==> src/rtl/ddfs_pkg.sv <==
// Shared types and constants for the DDFS envelope/sample-rate controller.
package ddfs_pkg;

  typedef enum logic [2:0] {
    IDLE    = 3'd0,
    ATTACK  = 3'd1,
    DECAY   = 3'd2,
    SUSTAIN = 3'd3,
    RELEASE = 3'd4
  } adsr_state_t;

  localparam logic [15:0] ENV_ONE = 16'h4000;

endpackage

==> src/rtl/ddfs_adsr_if.sv <==
// Control/status bundle between the note registers and the envelope controller.
interface ddfs_adsr_if
  import ddfs_pkg::*;
#(
  parameter int DIV_WIDTH = 16
);
  logic                 gate;
  logic [DIV_WIDTH-1:0] sample_div;
  logic                 fifo_full;
  logic [15:0]          attack_step;
  logic [15:0]          decay_step;
  logic [15:0]          sustain_lvl;
  logic [15:0]          release_step;
  logic                 en;
  logic [15:0]          env;
  adsr_state_t          state;
  logic                 busy;
  logic                 note_done;

  modport master (
    output gate, sample_div, fifo_full, attack_step, decay_step, sustain_lvl, release_step,
    input  en, env, state, busy, note_done
  );

  modport slave (
    input  gate, sample_div, fifo_full, attack_step, decay_step, sustain_lvl, release_step,
    output en, env, state, busy, note_done
  );
endinterface

==> src/rtl/ddfs_adsr_sample_tick.sv <==
// Sample-rate divider: one registered en pulse every sample_div+1 clocks,
// stalled (never dropped) while the downstream FIFO is full.
module sample_tick #(
  parameter int DIV_WIDTH = 16
) (
  input  logic                 clk,
  input  logic                 reset_n,
  input  logic [DIV_WIDTH-1:0] sample_div,
  input  logic                 fifo_full,
  output logic                 en
);

  logic [DIV_WIDTH-1:0] cnt;

  // >= rather than == so a lowered sample_div can never strand cnt above it
  always_ff @(posedge clk or negedge reset_n) begin
    if (!reset_n) begin
      cnt <= '0;
      en  <= 1'b0;
    end else if (cnt >= sample_div) begin
      if (!fifo_full) begin
        cnt <= '0;
        en  <= 1'b1;
      end else begin
        en  <= 1'b0;
      end
    end else begin
      cnt <= cnt + 1'b1;
      en  <= 1'b0;
    end
  end

endmodule

==> src/rtl/ddfs_adsr.sv <==
// ADSR envelope FSM and sample tick generator driving the ddfs en/env inputs.
// state   | meaning
// IDLE    | no note, env held at 0
// ATTACK  | env rising by attack_step per tick up to ENV_ONE
// DECAY   | env falling by decay_step per tick down to sustain level
// SUSTAIN | env follows the (clamped) sustain level
// RELEASE | env falling by release_step per tick down to 0
module ddfs_adsr
  import ddfs_pkg::*;
#(
  parameter int          DIV_WIDTH = 16,
  parameter logic [15:0] ENV_ONE   = 16'h4000
) (
  input logic         clk,
  input logic         reset_n,
  ddfs_adsr_if.slave  bus
);

  logic        tick;
  adsr_state_t state_q;
  logic [15:0] env_q;
  logic        busy_q;
  logic        done_q;

  logic [15:0] sus;
  logic [16:0] att_sum;
  logic [16:0] dec_diff;
  logic [16:0] rel_diff;
  logic [15:0] att_val;
  logic [15:0] dec_val;
  logic [15:0] rel_val;

  sample_tick #(.DIV_WIDTH(DIV_WIDTH)) u_tick (
    .clk        (clk),
    .reset_n    (reset_n),
    .sample_div (bus.sample_div),
    .fifo_full  (bus.fifo_full),
    .en         (tick)
  );

  // Saturating 17-bit arithmetic; a set bit 16 on a difference means it went negative
  always_comb begin
    sus      = (bus.sustain_lvl > ENV_ONE) ? ENV_ONE : bus.sustain_lvl;
    att_sum  = {1'b0, env_q} + {1'b0, bus.attack_step};
    dec_diff = {1'b0, env_q} - {1'b0, bus.decay_step};
    rel_diff = {1'b0, env_q} - {1'b0, bus.release_step};
    att_val  = (att_sum > {1'b0, ENV_ONE}) ? ENV_ONE : att_sum[15:0];
    dec_val  = (dec_diff[16] || (dec_diff[15:0] < sus)) ? sus : dec_diff[15:0];
    rel_val  = rel_diff[16] ? 16'h0000 : rel_diff[15:0];
  end

  always_ff @(posedge clk or negedge reset_n) begin
    if (!reset_n) begin
      state_q <= IDLE;
      env_q   <= '0;
      busy_q  <= 1'b0;
      done_q  <= 1'b0;
    end else begin
      adsr_state_t nxt;
      nxt    = state_q;
      done_q <= 1'b0;

      if (tick) begin
        unique case (state_q)
          ATTACK: begin
            env_q <= att_val;
            if (att_val == ENV_ONE) nxt = DECAY;
          end
          DECAY: begin
            env_q <= dec_val;
            if (dec_val == sus) nxt = SUSTAIN;
          end
          SUSTAIN: env_q <= sus;
          RELEASE: begin
            env_q <= rel_val;
            if (rel_val == 16'h0000) begin
              nxt    = IDLE;
              done_q <= !bus.gate;
            end
          end
          default: env_q <= '0;
        endcase
      end

      // Gate edges override any level-driven move made above
      unique case (state_q)
        IDLE:                    if (bus.gate)  nxt = ATTACK;
        ATTACK, DECAY, SUSTAIN:  if (!bus.gate) nxt = RELEASE;
        RELEASE:                 if (bus.gate)  nxt = ATTACK;
        default:                 nxt = IDLE;
      endcase

      state_q <= nxt;
      busy_q  <= (nxt != IDLE);
    end
  end

  assign bus.en        = tick;
  assign bus.env       = env_q;
  assign bus.state     = state_q;
  assign bus.busy      = busy_q;
  assign bus.note_done = done_q;

endmodule
==> src/flat_wrapper.sv <==
// flat-port wrapper written by rule: the top's interface ports become plain ports
module ddfs_adsr_flat import ddfs_pkg::*;
#(
  parameter int          DIV_WIDTH = 16,
  parameter logic [15:0] ENV_ONE   = 16'h4000
)
  (clk, reset_n, bus_gate, bus_sample_div, bus_fifo_full, bus_attack_step, bus_decay_step, bus_sustain_lvl, bus_release_step, bus_en, bus_env, bus_state, bus_busy, bus_note_done);
  ddfs_adsr_if #(.DIV_WIDTH(DIV_WIDTH)) bus_i ();
  input logic clk;
  input logic reset_n;
  input wire logic [$bits(bus_i.gate)-1:0] bus_gate;
  input wire logic [$bits(bus_i.sample_div)-1:0] bus_sample_div;
  input wire logic [$bits(bus_i.fifo_full)-1:0] bus_fifo_full;
  input wire logic [$bits(bus_i.attack_step)-1:0] bus_attack_step;
  input wire logic [$bits(bus_i.decay_step)-1:0] bus_decay_step;
  input wire logic [$bits(bus_i.sustain_lvl)-1:0] bus_sustain_lvl;
  input wire logic [$bits(bus_i.release_step)-1:0] bus_release_step;
  output wire logic [$bits(bus_i.en)-1:0] bus_en;
  output wire logic [$bits(bus_i.env)-1:0] bus_env;
  output wire logic [$bits(bus_i.state)-1:0] bus_state;
  output wire logic [$bits(bus_i.busy)-1:0] bus_busy;
  output wire logic [$bits(bus_i.note_done)-1:0] bus_note_done;
  assign bus_i.gate = bus_gate;
  assign bus_i.sample_div = bus_sample_div;
  assign bus_i.fifo_full = bus_fifo_full;
  assign bus_i.attack_step = bus_attack_step;
  assign bus_i.decay_step = bus_decay_step;
  assign bus_i.sustain_lvl = bus_sustain_lvl;
  assign bus_i.release_step = bus_release_step;
  assign bus_en = bus_i.en;
  assign bus_env = bus_i.env;
  assign bus_state = bus_i.state;
  assign bus_busy = bus_i.busy;
  assign bus_note_done = bus_i.note_done;
  ddfs_adsr #(.DIV_WIDTH(DIV_WIDTH), .ENV_ONE(ENV_ONE)) u_core (.clk(clk), .reset_n(reset_n), .bus(bus_i));
endmodule
==> config.mk <==
export PLATFORM = sky130hd
export DESIGN_NAME = ddfs_adsr_flat
export DESIGN_NICKNAME = d
export VERILOG_FILES = /design/src/rtl/ddfs_pkg.sv /design/src/rtl/ddfs_adsr_if.sv /design/src/rtl/ddfs_adsr_sample_tick.sv /design/src/rtl/ddfs_adsr.sv /design/src/flat_wrapper.sv
export SDC_FILE = /design/constraint.sdc
export NUM_CORES = 1
export LEC_CHECK = 0
export BUFFER_PORTS_ARGS = -buffer_cell sky130_fd_sc_hd__buf_2
export CORE_MARGIN = 3
export CORE_UTILIZATION = 40
export CTS_CLUSTER_DIAMETER = 60
export DETAILED_ROUTE_END_ITERATION = 6
export MAX_ROUTING_LAYER = met4
export SLEW_MARGIN = 10
export SYNTH_ARGS = -nofsm -noshare
export SYNTH_HDL_FRONTEND = slang
export SYNTH_SLANG_ARGS = --single-unit
export TNS_END_PERCENT = 1
==> constraint.sdc <==
create_clock -name clk -period 10.82 [get_ports clk]
set_input_delay 2.705 -clock clk [delete_from_list [all_inputs] [get_ports clk]]
set_output_delay 2.705 -clock clk [all_outputs]
set_load 0.005 [all_outputs]
# Yosys cells after proc, flatten, opt, wreduce, memory -nomap -nowiden
# Cells that the tools add are included.
# W data, S select, Z words.
# word_totals
register_bits	38
out_inout_bits	22
# op_classes
add_sub_neg	4
magnitude_cmp	4
eq_ne	7
n_mux	20
n_reduce_logical	7
# ops
op	count
$mux W16	6
$pmux W16 S4	1
$sub A16 B16 Y17	2
$mux W3	6
$add A16 B16 Y17	1
$gt A17 B15 Y1 const B	1
$add A16 B1 Y16 const B	1
$eq A16 B15 Y1 const B	1
$eq A16 B16 Y1	1
$ge A16 B16 Y1	1
$gt A16 B15 Y1 const B	1
$logic_not A16 Y1	1
$lt A16 B16 Y1	1
$pmux W3 S3	1
$eq A3 B2 Y1 const B	2
$pmux W3 S2	1
$mux W1	5
$eq A3 B1 Y1 const B	1
$eq A3 B3 Y1 const B	1
$logic_not A3 Y1	1
$reduce_bool A3 Y1	1
$reduce_or A3 Y1	1
$ne A2 B2 Y1 const B	1
$reduce_or A2 Y1	1
other kinds (2)	2

# Logic depth before layout (Yosys ltp)
# logic_depth
depth_word	12
ltp_mapped	22

# By module
# From an unflattened synthesis, not the netlist that was laid out.
# hier_totals
hier_cells	817
area_unflattened_um2	6224.7
# modules_own_cells
mod	n_inst	cells_each	area_per_inst_um2	seq_area_each_um2
ddfs_adsr	1	668	4873.4	525.5
sample_tick	1	149	1351.3	425.4

# Least setup slack after synthesis
# Ideal clock, no wire load.
# synth_path
kind	input to register
startpoint	in bus_decay_step[6]
endpoint	reg u_core.env_q[6] (netlist: u_core.bus.env[6])
setup_ps	95
t_arrival_ps	6425
required_time_ps	10725
path_slack_ps	4300
path_stages	21
cell_sequence	inv_1 -> ha_1 -> a21oi_2 -> nand2_2 -> o21a_4 -> a2111oi_4 -> nor2_2 -> and4_1 -> and3b_1 -> inv_1 -> ha_1 -> and4_1 -> nand3_1 -> o211ai_1 -> o311ai_1 -> or4b_1 -> buf_4 -> nor2_2 -> a222oi_1 -> o31a_1 -> o31ai_1
# synth_via
elab_chain_len	5
# synth_rtl
item	line_no	text
start: declaration	flat_wrapper.sv:15	input wire logic [$bits(bus_i.decay_step)-1:0] bus_decay_step;
$sub A16 B16 Y17 *	ddfs_adsr.sv:45	dec_diff = {1'b0, env_q} - {1'b0, bus.decay_step};
$lt A16 B16 Y1	ddfs_adsr.sv:48	dec_val = (dec_diff[16] || (dec_diff[15:0] < sus)) ? sus : dec_diff[15:0];
$logic_or A1 B1 Y1	ddfs_adsr.sv:48	
$mux W16 *	ddfs_adsr.sv:48	
$pmux W16 S4 *	ddfs_adsr.sv:64	unique case (state_q)
end signal: assignment	ddfs_adsr.sv:66	env_q <= att_val;
end signal: assignment	ddfs_adsr.sv:70	env_q <= dec_val;
end signal: assignment	ddfs_adsr.sv:73	SUSTAIN: env_q <= sus;
end: declaration	ddfs_adsr.sv:21	logic [15:0] env_q;
# Mark *: on every way between the ends. The rest lies on a longest branch, timed or not.
# A chain may end at the register's enable or synchronous reset.

# Final worst setup path
# layout_path
startpoint	in bus_decay_step[8]
endpoint	reg u_core.env_q[6] (netlist: u_core.bus.env[6])
# layout_via
elab_chain_len	5
# layout_rtl
item	line_no
$sub A16 B16 Y17 *	ddfs_adsr.sv:45
$lt A16 B16 Y1	ddfs_adsr.sv:48
$logic_or A1 B1 Y1 *	ddfs_adsr.sv:48
$mux W16 *	ddfs_adsr.sv:48
$pmux W16 S4 *	ddfs_adsr.sv:64
# Marked as above.

==> impl_metrics.toml <==
[pwr]
clockPowerShare_pct = 24.7
ir_drop_mv = 0.0546
powerDensity_nw_per_um2 = 104
switching_power_uw = 279
totalPowerFinal_uw = 698
fraction_of_power_consumed_by_sequential_logic_pct = 28.0
swShare_pct = 40.0
logic_gate_share_of_total_power_pct = 47.2
p_int_uw = 419
total_leakage_power_uw = 0.00329

[critical_path]
critPathLaunchType = "input port"
crit_path_max_fanout = 13
worst-r2r-cell-count = 18
timing.rr.end = "u_core.bus.env[6]"
arrival_ns = 7.01
reg2reg_from = "u_core.bus.env[8]"
worst-setup-path-type = "in2reg"
crit_required_ns = 11.01
critPathCaptureType = "flop"
setup.reg_to_reg.worst_slack_ns = 5.96

[place]
place.detailed.hpwl_um = 14900
gp_routability_congestion = 0.945
placed_area_um2 = 6580
place.port_buffers = 105

[detailed_routing]
routed_wirelength_um = 17800
route.vias.total = 6082
initialDrtViolationCount = 529
drcViolationCount = 0
drt.antenna.violating_nets = 0
drt-wirelength-per-cell_um = 16.9
vias_per_cell = 5.79
drt-pass1-iter-count = 5

[grt]
wire_length_of_the_first_global_routing_pass_um = 28400
antenna_found_initial = 0
number_of_global_route_vias_before_repair = 5531
grt_util_all_layers_pct = 22.0
grt_overflow_total = 0
maximum_number_of_pins_on_one_net_before_global_route_repair = 39

[floorplan]
core_region_area_um2 = 14200
core.rowCount = 43
fp.dieW_um = 128
initial_core_util_pct = 41.8
boundaryPins = 106
floorplan.die.height_um = 128
fp.dieArea_um2 = 16300

[sta]
timing.max_slew.rel_slack_pct = 39.6
tightest_slew_ns = 0.906
finalSetupTns_ns = 0
timing_max_transition_violations_final = 0
hold_viol = 0
finalCritPeriodShare_pct = 63.1
final_period_minus_worst_setup_slack_ns = 6.83
worst_clock_skew_ns = 0.00284
final-setup-viol-count = 0
max_freq_mhz = 147
grt_setup_unrepaired = "no"

[cts]
cts_buffers = 5
clk_pin_slew_ns = 0.06
cts_hold_buffers = 0
cts_max_level = 2
cts_max_path_buffers = 2
worst_skew_pair.late_latency_ns = 0.28
clock_sink_count = 38
clock_tree_from_tritoncts = "built"
cts_repair_resize_count = 0
ctsRootBufferMaster = "clkbuf_16"
postCtsSetupBuffers = 0

[synthesis]
synth.avg_cell_area_um2 = 7.62
synth_top_cells_by_area = "ha_1 17%, dfrtp_1 16%, inv_1 4.9%, a21oi_1 4.6%, nand2_1 4.4%"
yosysMostFrequentCell = "ha_1"
async_reset_ff_share_pct = 100
synth_largest_area_cell = "ha_1"
synthCells = 778
synth_enable_flop_cells = 0
synth-seq-cells = 38
yosys_warnings = 0
synth.distinct_cells = 83
ys_seq_area_share_pct = 16.0
synth-main-ff-cell = "dfrtp_1"
netlist.area_leader.share_pct = 16.9
post_synth_design_cell_area_um2 = 5930
synth.cells.most_frequent = "80 x ha_1, 77 x inv_1, 69 x nand2_1, 54 x a21oi_1, 46 x nor2_1"
synth.net_count = 945

[flow_run]
timing.max_cap.violations = 0

[layout]
nets = 1037
antenna_cells = 0
design_area_um2 = 6750
proportion_of_layout_cells_with_a_drive_suffix_above_1_pct = 15.3
fillerInstances = 1501
area_growth_syn_to_layout_pct = 13.7

[hold_path]
min_delay_path_depth = 1
hold_start = "u_core.u_tick.cnt[15]"
hp-class = "reg2reg"
hold_path_end = "u_core.u_tick.cnt[15]"

[outcome]
run_status = "completed"
## power groups by stage
stage	combinational, uW	clock (uW)	sequential (uW)
after floorplan	241	0	187
after global placement	325	0	198
after detailed placement	325	0	198
after CTS	328	174	195
after global routing	374	180	201
final	330	173	196
## per-stage QoR
step	utilization (%)	std cells	setup WS (ns)	hold slack [ns]
after floorplan	-	778	4.30	0.456
after global placement	46.3	1043	3.85	0.495
after detailed placement	46.3	1043	3.72	0.497
after CTS	47.5	1050	4.00	0.506
after global routing	47.5	1050	3.67	0.524
final	47.5	1050	3.99	0.497
## critical path, stage by stage
cell       delay [ns]
buf_2            0.07
inv_1            0.03
ha_1             0.42
a21oi_1          0.33
o21ai_2          0.18
a2111oi_4        0.39
nor2_2           0.09
and4_1           0.20
and3b_1          0.27
inv_1            0.06
ha_1             0.28
and4_1           0.21
nand3_1          0.07
o211ai_1         0.18
o311ai_1         0.18
or4b_1           0.66
nor2_2           0.31
a222oi_1         0.14
o31a_1           0.15
o31ai_1          0.06
## layout make-up
class                   instances  area (um^2)  area share, %
clock inverters                 1         30.0          0.445
clock buffers                   6          139           2.06
well taps                     180          225           3.34
inverters                      78          293           4.34
repair buffers                105          526           7.79
multi-input cells             642         4580           67.9
flip-flops and latches         38          951           14.1
## worst max path at each step
stage	end	start	slack, ns
finish	u_core.bus.env[6]	bus_decay_step[8]	3.99
global placement	u_core.bus.env[6]	bus_decay_step[3]	3.85
floorplan	u_core.bus.env[6]	bus_decay_step[6]	4.30
global route	u_core.bus.env[7]	bus_decay_step[8]	3.67
CTS	u_core.bus.env[6]	bus_decay_step[8]	4.00
detailed placement	u_core.bus.env[6]	bus_decay_step[8]	3.72
## registers in the layout, summed over array words and instances, names as in the netlist
signal / count
u_core.bus.env: 16
u_core.u_tick.en: 1
u_core.bus.note_done: 1
u_core.bus.busy: 1
u_core.u_tick.cnt: 16
u_core.bus.state: 3
## cells by family (layout without fill, tap and decap cells)
| family | after synthesis | count (layout) | share of synthesized area, % |
|---|---|---|---|
| other | 1 | 1 | 0.0632 |
| buffers and inverters | 98 | 190 | 6.73 |
| DFF | 38 | 38 | 16.0 |
| AOI/OAI and AO/OA | 243 | 243 | 28.6 |
| adders and majority gates | 83 | 83 | 17.9 |
| muxes | 8 | 8 | 1.37 |
| xor gates and xnor gates | 37 | 37 | 5.84 |
| and+or+nand+nor | 270 | 270 | 23.5 |
## per-layer routing
metal  vias to the layer above  share of wire [%]  global-route usage (%)
li1                       3087                  -                       -
met1                      2788                 51                    33.8
met2                       191                 42                    31.7
met3                        16                5.9                    1.54
met4                         0                1.3                    4.12
met5                         -                  0                       -
## layout by cell type, fill, tap and decap left out, types with 7 or more instances in the layout
master / count
nand2b_1: 15
or2_2: 7
nor2_1: 46
xnor2_1: 18
mux2i_1: 7
o211ai_1: 15
a21o_1: 21
a31oi_1: 13
dfrtp_1: 38
buf_2: 105
ha_1: 80
and3_1: 7
nor3_1: 21
or3_1: 13
inv_1: 77
o21ai_1: 10
nand2_1: 69
o2bb2ai_1: 7
nor2b_1: 11
a21oi_1: 54
xor2_1: 17
nor3b_1: 7
nand4_1: 12
nor4_1: 12
o21ai_0: 33
nand3_1: 24
No activity file was read; power rests on OpenSTA's default activity.
